--- src/rtl/mult_eval_pkg.sv ---
`default_nettype none
// ============================================================================
//  Module   : mult_eval_pkg
//  Brief    : Shared types and constants for the approximate-multiplier
//             error-statistics stage.
//  Revision : 1.0 - initial release
// ============================================================================
package mult_eval_pkg;

    localparam int OP_W          = 32;
    localparam int PROD_W        = 64;
    localparam int SUM_W_DEFAULT = 96;

    typedef enum logic [1:0] {
        IDLE  = 2'd0,
        RUN   = 2'd1,
        DRAIN = 2'd2,
        DONE  = 2'd3
    } state_t;

endpackage
`default_nettype wire

--- src/rtl/mult_err_monitor_if.sv ---
`default_nettype none
// ============================================================================
//  Module   : mult_err_monitor_if
//  Brief    : Control, sample-stream and statistics bundle of the error
//             monitor. The harness drives it as master, the monitor is slave.
//  Revision : 1.0 - initial release
// ============================================================================
interface mult_err_monitor_if
    import mult_eval_pkg::*;
#(
    parameter int SUM_W = SUM_W_DEFAULT
);
    logic              start;
    logic [31:0]       n_samples;
    logic              in_valid;
    logic              in_ready;
    logic [OP_W-1:0]   a;
    logic [OP_W-1:0]   b;
    logic [PROD_W-1:0] p_approx;
    logic              busy;
    logic              done;
    logic [31:0]       sample_cnt;
    logic [31:0]       err_cnt;
    logic [SUM_W-1:0]  sum_ed;
    logic [PROD_W-1:0] max_ed;
    logic              sum_sat;

    modport master (
        output start, n_samples, in_valid, a, b, p_approx,
        input  in_ready, busy, done, sample_cnt, err_cnt, sum_ed, max_ed, sum_sat
    );

    modport slave (
        input  start, n_samples, in_valid, a, b, p_approx,
        output in_ready, busy, done, sample_cnt, err_cnt, sum_ed, max_ed, sum_sat
    );
endinterface
`default_nettype wire

--- src/rtl/mult_err_dist.sv ---
`default_nettype none
// ============================================================================
//  Module   : mult_err_dist
//  Brief    : Exact-product and absolute error-distance stage. Registered
//             output so a multi-cycle exact multiplier can drop in later.
//  Revision : 1.0 - initial release
// ============================================================================
module mult_err_dist
    import mult_eval_pkg::*;
(
    input  wire logic              clk,
    input  wire logic              rst,
    input  wire logic              in_valid,
    input  wire logic [OP_W-1:0]   a,
    input  wire logic [OP_W-1:0]   b,
    input  wire logic [PROD_W-1:0] p_approx,
    output logic                   out_valid,
    output logic [PROD_W-1:0]      ed,
    output logic                   ed_nz
);
    logic [PROD_W-1:0] w_exact;
    logic [PROD_W:0]   w_diff;
    logic [PROD_W-1:0] w_ed;

    // Exact product and 65-bit difference; the magnitude always fits 64 bits,
    // so negating only the low 64 bits of a negative difference is exact.
    always_comb begin
        w_exact = PROD_W'(a) * PROD_W'(b);
        w_diff  = {1'b0, w_exact} - {1'b0, p_approx};
        w_ed    = w_diff[PROD_W] ? (~w_diff[PROD_W-1:0] + 64'd1) : w_diff[PROD_W-1:0];
    end

    // S2 register: ED, nonzero flag and valid bit.
    always_ff @(posedge clk or posedge rst) begin
        if (rst) begin
            out_valid <= 1'b0;
            ed        <= '0;
            ed_nz     <= 1'b0;
        end else begin
            out_valid <= in_valid;
            if (in_valid) begin
                ed    <= w_ed;
                ed_nz <= |w_ed;
            end
        end
    end
endmodule
`default_nettype wire

--- src/rtl/mult_err_monitor.sv ---
`default_nettype none
// ============================================================================
//  Module   : mult_err_monitor
//  Brief    : Batch error-statistics monitor for approximate multipliers:
//             sample count, error count, saturating ED sum and max ED.
//  Revision : 1.0 - initial release
// ============================================================================
module mult_err_monitor
    import mult_eval_pkg::*;
#(
    parameter int SUM_W = SUM_W_DEFAULT
)(
    input  wire logic         clk,
    input  wire logic         rst,
    mult_err_monitor_if.slave bus
);
    state_t            r_state;
    state_t            w_next_state;
    logic [31:0]       r_n_lat;
    logic [31:0]       r_issue;
    logic              r_v1;
    logic [OP_W-1:0]   r_a;
    logic [OP_W-1:0]   r_b;
    logic [PROD_W-1:0] r_p;
    logic [31:0]       r_sample_cnt;
    logic [31:0]       r_err_cnt;
    logic [SUM_W-1:0]  r_sum_ed;
    logic [PROD_W-1:0] r_max_ed;
    logic              r_sum_sat;

    logic              w_v2;
    logic [PROD_W-1:0] w_ed;
    logic              w_ed_nz;
    logic              w_busy;
    logic              w_done;
    logic              w_in_ready;
    logic              w_start_ok;
    logic              w_accept;
    logic              w_last;
    logic [SUM_W:0]    w_sum_ext;

    assign w_start_ok = bus.start && ((r_state == IDLE) || (r_state == DONE));
    assign w_accept   = bus.in_valid && w_in_ready;
    assign w_last     = w_accept && ((r_issue + 32'd1) == r_n_lat);
    assign w_sum_ext  = {1'b0, r_sum_ed} + {{(SUM_W + 1 - PROD_W){1'b0}}, w_ed};

    // State register.
    always_ff @(posedge clk or posedge rst) begin
        if (rst) r_state <= IDLE;
        else     r_state <= w_next_state;
    end

    // Next-state logic; DRAIN waits until both pipeline stages are empty.
    always_comb begin
        w_next_state = r_state;
        case (r_state)
            IDLE, DONE: if (bus.start) w_next_state = (bus.n_samples == 32'd0) ? DONE : RUN;
            RUN:        if (w_last) w_next_state = DRAIN;
            DRAIN:      if (!r_v1 && !w_v2) w_next_state = DONE;
            default:    w_next_state = IDLE;
        endcase
    end

    // State-decoded outputs; in_ready never looks at in_valid.
    always_comb begin
        w_busy     = 1'b0;
        w_done     = 1'b0;
        w_in_ready = 1'b0;
        case (r_state)
            RUN: begin
                w_busy     = 1'b1;
                w_in_ready = (r_issue < r_n_lat);
            end
            DRAIN:   w_busy = 1'b1;
            DONE:    w_done = 1'b1;
            default: ;
        endcase
    end

    // Batch length latch, issue counter and S1 capture register.
    always_ff @(posedge clk or posedge rst) begin
        if (rst) begin
            r_n_lat <= '0;
            r_issue <= '0;
            r_v1    <= 1'b0;
            r_a     <= '0;
            r_b     <= '0;
            r_p     <= '0;
        end else begin
            r_v1 <= w_accept;
            if (w_start_ok) begin
                r_n_lat <= bus.n_samples;
                r_issue <= '0;
            end else if (w_accept) begin
                r_issue <= r_issue + 32'd1;
            end
            if (w_accept) begin
                r_a <= bus.a;
                r_b <= bus.b;
                r_p <= bus.p_approx;
            end
        end
    end

    mult_err_dist u_err_dist (
        .clk       (clk),
        .rst       (rst),
        .in_valid  (r_v1),
        .a         (r_a),
        .b         (r_b),
        .p_approx  (r_p),
        .out_valid (w_v2),
        .ed        (w_ed),
        .ed_nz     (w_ed_nz)
    );

    // Statistics accumulation; a carry out of the sum clamps it to all-ones.
    always_ff @(posedge clk or posedge rst) begin
        if (rst) begin
            r_sample_cnt <= '0;
            r_err_cnt    <= '0;
            r_sum_ed     <= '0;
            r_max_ed     <= '0;
            r_sum_sat    <= 1'b0;
        end else if (w_start_ok) begin
            r_sample_cnt <= '0;
            r_err_cnt    <= '0;
            r_sum_ed     <= '0;
            r_max_ed     <= '0;
            r_sum_sat    <= 1'b0;
        end else if (w_v2) begin
            r_sample_cnt <= r_sample_cnt + 32'd1;
            if (w_ed_nz) r_err_cnt <= r_err_cnt + 32'd1;
            if (w_sum_ext[SUM_W]) begin
                r_sum_ed  <= '1;
                r_sum_sat <= 1'b1;
            end else begin
                r_sum_ed  <= w_sum_ext[SUM_W-1:0];
            end
            if (w_ed > r_max_ed) r_max_ed <= w_ed;
        end
    end

    assign bus.in_ready   = w_in_ready;
    assign bus.busy       = w_busy;
    assign bus.done       = w_done;
    assign bus.sample_cnt = r_sample_cnt;
    assign bus.err_cnt    = r_err_cnt;
    assign bus.sum_ed     = r_sum_ed;
    assign bus.max_ed     = r_max_ed;
    assign bus.sum_sat    = r_sum_sat;
endmodule
`default_nettype wire

--- src/flat_wrapper.sv ---
// flat-port wrapper written by rule: the top's interface ports become plain ports
module mult_err_monitor_flat import mult_eval_pkg::*;
#(
    parameter int SUM_W = SUM_W_DEFAULT
)
  (clk, rst, bus_start, bus_n_samples, bus_in_valid, bus_a, bus_b, bus_p_approx, bus_in_ready, bus_busy, bus_done, bus_sample_cnt, bus_err_cnt, bus_sum_ed, bus_max_ed, bus_sum_sat);
  mult_err_monitor_if #(.SUM_W(SUM_W)) bus_i ();
  input  wire logic clk;
  input  wire logic rst;
  input wire logic [$bits(bus_i.start)-1:0] bus_start;
  input wire logic [$bits(bus_i.n_samples)-1:0] bus_n_samples;
  input wire logic [$bits(bus_i.in_valid)-1:0] bus_in_valid;
  input wire logic [$bits(bus_i.a)-1:0] bus_a;
  input wire logic [$bits(bus_i.b)-1:0] bus_b;
  input wire logic [$bits(bus_i.p_approx)-1:0] bus_p_approx;
  output wire logic [$bits(bus_i.in_ready)-1:0] bus_in_ready;
  output wire logic [$bits(bus_i.busy)-1:0] bus_busy;
  output wire logic [$bits(bus_i.done)-1:0] bus_done;
  output wire logic [$bits(bus_i.sample_cnt)-1:0] bus_sample_cnt;
  output wire logic [$bits(bus_i.err_cnt)-1:0] bus_err_cnt;
  output wire logic [$bits(bus_i.sum_ed)-1:0] bus_sum_ed;
  output wire logic [$bits(bus_i.max_ed)-1:0] bus_max_ed;
  output wire logic [$bits(bus_i.sum_sat)-1:0] bus_sum_sat;
  assign bus_i.start = bus_start;
  assign bus_i.n_samples = bus_n_samples;
  assign bus_i.in_valid = bus_in_valid;
  assign bus_i.a = bus_a;
  assign bus_i.b = bus_b;
  assign bus_i.p_approx = bus_p_approx;
  assign bus_in_ready = bus_i.in_ready;
  assign bus_busy = bus_i.busy;
  assign bus_done = bus_i.done;
  assign bus_sample_cnt = bus_i.sample_cnt;
  assign bus_err_cnt = bus_i.err_cnt;
  assign bus_sum_ed = bus_i.sum_ed;
  assign bus_max_ed = bus_i.max_ed;
  assign bus_sum_sat = bus_i.sum_sat;
  mult_err_monitor #(.SUM_W(SUM_W)) u_core (.clk(clk), .rst(rst), .bus(bus_i));
endmodule
--- config.mk ---
export PLATFORM = sky130hd
export DESIGN_NAME = mult_err_monitor_flat
export DESIGN_NICKNAME = d
export VERILOG_FILES = /design/src/rtl/mult_eval_pkg.sv /design/src/rtl/mult_err_monitor_if.sv /design/src/rtl/mult_err_dist.sv /design/src/rtl/mult_err_monitor.sv /design/src/flat_wrapper.sv
export SDC_FILE = /design/constraint.sdc
export NUM_CORES = 2
export LEC_CHECK = 0
export CAP_MARGIN = 20
export CORE_ASPECT_RATIO = 0.7
export CORE_UTILIZATION = 40
export DETAILED_ROUTE_END_ITERATION = 7
export GPL_TIMING_DRIVEN = 0
export PLACE_DENSITY_LB_ADDON = 0.15
export REMOVE_ABC_BUFFERS = 1
export SYNTH_ARGS = -nofsm -noshare
export SYNTH_HDL_FRONTEND = slang
export SYNTH_SLANG_ARGS = --single-unit
--- constraint.sdc ---
create_clock -name clk -period 16.12 [get_ports clk]
set_clock_uncertainty 0.1 [all_clocks]
set_input_delay 3.224 -clock clk [delete_from_list [all_inputs] [get_ports clk]]
set_output_delay 3.224 -clock clk [all_outputs]
set_load 0.01 [all_outputs]
==> report_table.html <==
<table>
<tr><th>Metric</th><th>Value</th></tr>
<tr><th colspan="2">Placed design</th></tr>
<tr><td>Cell count after placement</td><td>9,379</td></tr>
<tr><td>Number of input and output port buffers inserted</td><td>391</td></tr>
<tr><td>Post-detailed-placement cell area</td><td>0.07154 mm^2</td></tr>
<tr><td>HPWL Detailed</td><td>151.0 mm</td></tr>
<tr><td>Final Wtd Congestion</td><td>0.8878</td></tr>
<tr><th colspan="2">Drt</th></tr>
<tr><td>WL per Instance</td><td>20.64 um</td></tr>
<tr><td>Drc violations</td><td>0</td></tr>
<tr><td>Overall via count from detail_route</td><td>49,767</td></tr>
<tr><td>Via-per-instance ratio</td><td>5.245</td></tr>
<tr><td>Drt pass-1 iters</td><td>5</td></tr>
<tr><td>Routed Antenna Nets</td><td>0</td></tr>
<tr><td>DRC violation total after the first TritonRoute iteration</td><td>3,314</td></tr>
<tr><td>Total wire length after detailed routing</td><td>195.9 mm</td></tr>
<tr><th colspan="2">Finish</th></tr>
<tr><td>Synthesis-to-layout area growth</td><td>13.28%</td></tr>
<tr><td>Share of post-route cells with drive strength above 1</td><td>5.514%</td></tr>
<tr><td>Non-filler cells in the finished layout</td><td>9,489</td></tr>
<tr><td>Final standard cell utilization of the core</td><td>45.73%</td></tr>
<tr><td>Final layout net count</td><td>8,883</td></tr>
<tr><td>Area of all placed cells without fillers</td><td>0.07361 mm^2</td></tr>
<tr><td>FILL cells</td><td>15,479</td></tr>
<tr><th colspan="2">Setup path</th></tr>
<tr><td>Kind of launch point of the worst setup path</td><td>flip-flop</td></tr>
<tr><td>Setup Crit Path Kind</td><td>flip-flop to flip-flop</td></tr>
<tr><td>Worst path slowest cell</td><td>sky130_fd_sc_hd__dfrtp_2</td></tr>
<tr><td>Crit path top cell by count</td><td>sky130_fd_sc_hd__fa_1</td></tr>
<tr><td>Arr. time, crit path</td><td>12.24 ns</td></tr>
<tr><td>Minimum setup slack among reg-to-reg paths</td><td>4.37 ns</td></tr>
<tr><td>Critical Path End Type</td><td>flip-flop</td></tr>
<tr><td>Required time reported for the critical path endpoint</td><td>16.61 ns</td></tr>
<tr><td>Biggest cell delay along the critical path</td><td>0.76 ns</td></tr>
<tr><td>Max FO, Critical Path</td><td>33</td></tr>
<tr><th colspan="2">Synth</th></tr>
<tr><td>Xor-xnor portion of the synthesized cell area</td><td>4.068%</td></tr>
<tr><td>Synth warnings</td><td>0</td></tr>
<tr><td>Post-synthesis compound-gate area fraction</td><td>8.695%</td></tr>
<tr><td>Post-synth design cell area</td><td>0.06499 mm^2</td></tr>
<tr><td>Share of synthesized area occupied by flip-flops and latches</td><td>18.71%</td></tr>
<tr><td>Main combinational cell family by area after synthesis</td><td>adder cells</td></tr>
<tr><td>Number of distinct standard cells referenced by the synthesized netlist</td><td>96</td></tr>
<tr><td>Average cell area after synthesis</td><td>9.071 um^2</td></tr>
<tr><td>Adder-cell area share of the yosys netlist</td><td>38.10%</td></tr>
<tr><td>Mux cell area share after synthesis</td><td>4.205%</td></tr>
<tr><td>Synth Instances</td><td>7,164</td></tr>
<tr><td>Synth Area in Simple Gates</td><td>16.82%</td></tr>
<tr><td>Dominant register cell in the synthesized netlist</td><td>sky130_fd_sc_hd__dfrtp_1</td></tr>
<tr><td>Number of register bits inferred by synthesis</td><td>486</td></tr>
<tr><td>Share of flip-flops with an asynchronous set or reset after synthesis</td><td>100.0%</td></tr>
<tr><td>Count of flip-flops with a built-in enable after synthesis</td><td>0</td></tr>
<tr><th colspan="2">STA</th></tr>
<tr><td>Max-slew violation total from the final report</td><td>0</td></tr>
<tr><td>Number of hold violations in the final report</td><td>0</td></tr>
<tr><td>Worst slew slack as a fraction of its limit</td><td>33.17%</td></tr>
<tr><td>Achievable Freq</td><td>85.11 MHz</td></tr>
<tr><td>Final critical-path required period</td><td>11.75 ns</td></tr>
<tr><td>Transition time of the tightest slew-check pin</td><td>0.9771 ns</td></tr>
<tr><td>Share of the clock period used by the worst path after layout</td><td>72.89%</td></tr>
<tr><td>Worst hold slack after final layout</td><td>0.3951 ns</td></tr>
<tr><td>Final setup violation count</td><td>0</td></tr>
<tr><td>RSZ-0062 raised after global routing</td><td>no</td></tr>
<tr><th colspan="2">Hold path</th></tr>
<tr><td>Classification of the worst-slack hold path</td><td>flip-flop to flip-flop</td></tr>
<tr><th colspan="2">GRT</th></tr>
<tr><td>Overflow after GRT</td><td>0</td></tr>
<tr><td>Wire length of the first global-routing pass</td><td>308.3 mm</td></tr>
<tr><td>Total Routing Usage GR</td><td>24.03%</td></tr>
<tr><td>Number of antenna violations at the first check in global routing</td><td>3</td></tr>
<tr><td>Maximum number of pins on one net before global-route repair</td><td>121</td></tr>
<tr><td>Via count of the first global-routing pass</td><td>51,187</td></tr>
<tr><th colspan="2">Clock tree</th></tr>
<tr><td>CTS buffer count</td><td>57</td></tr>
<tr><td>Clock tree from TritonCTS</td><td>done</td></tr>
<tr><td>Post-CTS Hold Buffers</td><td>0</td></tr>
<tr><td>Clk sinks</td><td>486</td></tr>
<tr><td>Setup bufs post-CTS</td><td>0</td></tr>
<tr><td>Buffer depth of the longest clock path</td><td>3</td></tr>
<tr><td>CTS root buffer</td><td>sky130_fd_sc_hd__clkbuf_16</td></tr>
<tr><td>Clk slew on worst S/H paths</td><td>0.06 ns</td></tr>
<tr><td>Clock insertion delay at the later pin of the skew report</td><td>0.71 ns</td></tr>
<tr><td>Gates resized, CTS repair</td><td>0</td></tr>
<tr><td>H-tree depth</td><td>2</td></tr>
<tr><th colspan="2">Floorplanning</th></tr>
<tr><td>I/O pin count</td><td>392</td></tr>
<tr><td>Chip width</td><td>483.8 um</td></tr>
<tr><td>Core area</td><td>0.1610 mm^2</td></tr>
<tr><td>Starting utilization of the core area</td><td>40.37%</td></tr>
<tr><td>Die Y</td><td>339.2 um</td></tr>
<tr><td>Site row count</td><td>123</td></tr>
<tr><td>Die area</td><td>0.1641 mm^2</td></tr>
<tr><th colspan="2">Job</th></tr>
<tr><td>Number of max-cap violations</td><td>0</td></tr>
<tr><th colspan="2">Run status</th></tr>
<tr><td>Result of the run</td><td>complete, no violations</td></tr>
</table>
## state kept, by name, summed over array words and instances, names as in the netlist
register	count
u_core.bus.sample_cnt	32
u_core.r_a	32
u_core.u_err_dist.ed_nz	1
u_core.bus.max_ed	64
u_core.r_b	32
u_core.r_issue	32
u_core.r_state	2
u_core.bus.sum_ed	96
u_core.r_n_lat	32
u_core.bus.sum_sat	1
u_core.u_err_dist.ed	64
u_core.r_v1	1
u_core.r_p	64
u_core.bus.err_cnt	32
u_core.u_err_dist.out_valid	1
## final timing paths
path,startpoint,to,depth (start not counted)
max reg2reg,u_core.r_a[20],u_core.u_err_dist.ed_nz,33
min,u_core.r_n_lat[0],u_core.r_n_lat[0],2
min reg2reg,u_core.r_n_lat[0],u_core.r_n_lat[0],2
max in group asynchronous,rst,u_core.r_a[3],4
max,u_core.r_a[20],u_core.u_err_dist.ed_nz,33
min in group asynchronous,rst,u_core.r_n_lat[6],2
## worst max-delay path: cells and delay by family, from the launching register on
family | cells | cell delay [ns]
fa+ha+maj | 9 | 4.80
compound gates | 2 | 0.60
buf+inv | 8 | 0.89
simple gates | 13 | 4.29
xor+xnor | 1 | 0.16
flops | 1 | 0.76
## cell usage after synthesis (38+ instances only)
library cell | number | area, um^2
sky130_fd_sc_hd__nand4_1 | 72 | 450.4
sky130_fd_sc_hd__clkbuf_1 | 330 | 1239
sky130_fd_sc_hd__dfrtp_1 | 486 | 12160
sky130_fd_sc_hd__ha_1 | 443 | 5543
sky130_fd_sc_hd__and2_1 | 554 | 3466
sky130_fd_sc_hd__inv_1 | 1259 | 4726
sky130_fd_sc_hd__a21o_1 | 91 | 683.2
sky130_fd_sc_hd__nor3_1 | 71 | 355.3
sky130_fd_sc_hd__mux2i_1 | 111 | 1111
sky130_fd_sc_hd__xnor2_1 | 163 | 1428
sky130_fd_sc_hd__mux2_2 | 144 | 1622
sky130_fd_sc_hd__a21oi_1 | 267 | 1336
sky130_fd_sc_hd__nor2_1 | 362 | 1359
sky130_fd_sc_hd__fa_1 | 960 | 19220
sky130_fd_sc_hd__and3_1 | 63 | 394.1
sky130_fd_sc_hd__nand2_1 | 749 | 2811
sky130_fd_sc_hd__nor2b_1 | 38 | 237.7
sky130_fd_sc_hd__xor2_1 | 137 | 1200
sky130_fd_sc_hd__o21ai_0 | 261 | 1306
sky130_fd_sc_hd__nand3_1 | 95 | 475.5
## logic make-up (layout without fill, tap and decap cells)
family                   Yosys count  after routing
buffers and inverters           1616           1815
adder cells (fa/ha/maj)         1403           1403
multiplexers                     255            255
XOR/XNOR                         301            301
flip-flops                       486            486
AO/OA/AOI/OAI                    909            909
other                              0              1
AND/OR/NAND/NOR                 2194           2194
## final cells by class
class | count | area [um^2] | share of cell area [%]
flip-flops and latches | 486 | 12230 | 16.61
clock buffers | 78 | 1675 | 2.276
clock inverters | 28 | 376.6 | 0.5116
well taps | 2125 | 2659 | 3.612
repair buffers | 448 | 5157 | 7.006
diodes | 1 | 2.502 | 0.003399
multi-input cells | 5062 | 46780 | 63.54
inverters | 1261 | 4741 | 6.440
## layer usage
metal | routed length [um] | GRT usage, % | share of wire [%] | up-vias
li1 | - | - | - | 22954
met1 | 97370 | 36.82 | 50 | 25322
met2 | 81830 | 35.30 | 42 | 1332
met3 | 12860 | 4.071 | 6.6 | 159
met4 | 3804 | 4.874 | 1.9 | 0
met5 | 0 | 0 | 0 | -
## through the flow
| step | TNS (ns) | worst slack, ns |
|---|---|---|
| after floorplan | -372.61 | -0.7667 |
| after global placement | -5077.81 | -8.387 |
| after detailed placement | 0 | 4.259 |
| after CTS | 0 | 4.285 |
| after global routing | 0 | 3.830 |
| final | 0 | 4.370 |
## layout by cell type (no fill, tap or decap), types with 111 or more instances in the layout
master,netlist,layout
sky130_fd_sc_hd__inv_1,1259,1258
sky130_fd_sc_hd__fa_1,960,960
sky130_fd_sc_hd__nand2_1,749,749
sky130_fd_sc_hd__and2_1,554,553
sky130_fd_sc_hd__ha_1,443,443
sky130_fd_sc_hd__dfrtp_1,486,439
sky130_fd_sc_hd__clkdlybuf4s50_1,0,391
sky130_fd_sc_hd__nor2_1,362,362
sky130_fd_sc_hd__a21oi_1,267,267
sky130_fd_sc_hd__o21ai_0,261,260
sky130_fd_sc_hd__xnor2_1,163,163
sky130_fd_sc_hd__mux2_2,144,144
sky130_fd_sc_hd__xor2_1,137,137
sky130_fd_sc_hd__mux2i_1,111,111
Power is not shown: default switching activity piles up to over one toggle a cycle in this logic, so the estimate is an artifact.
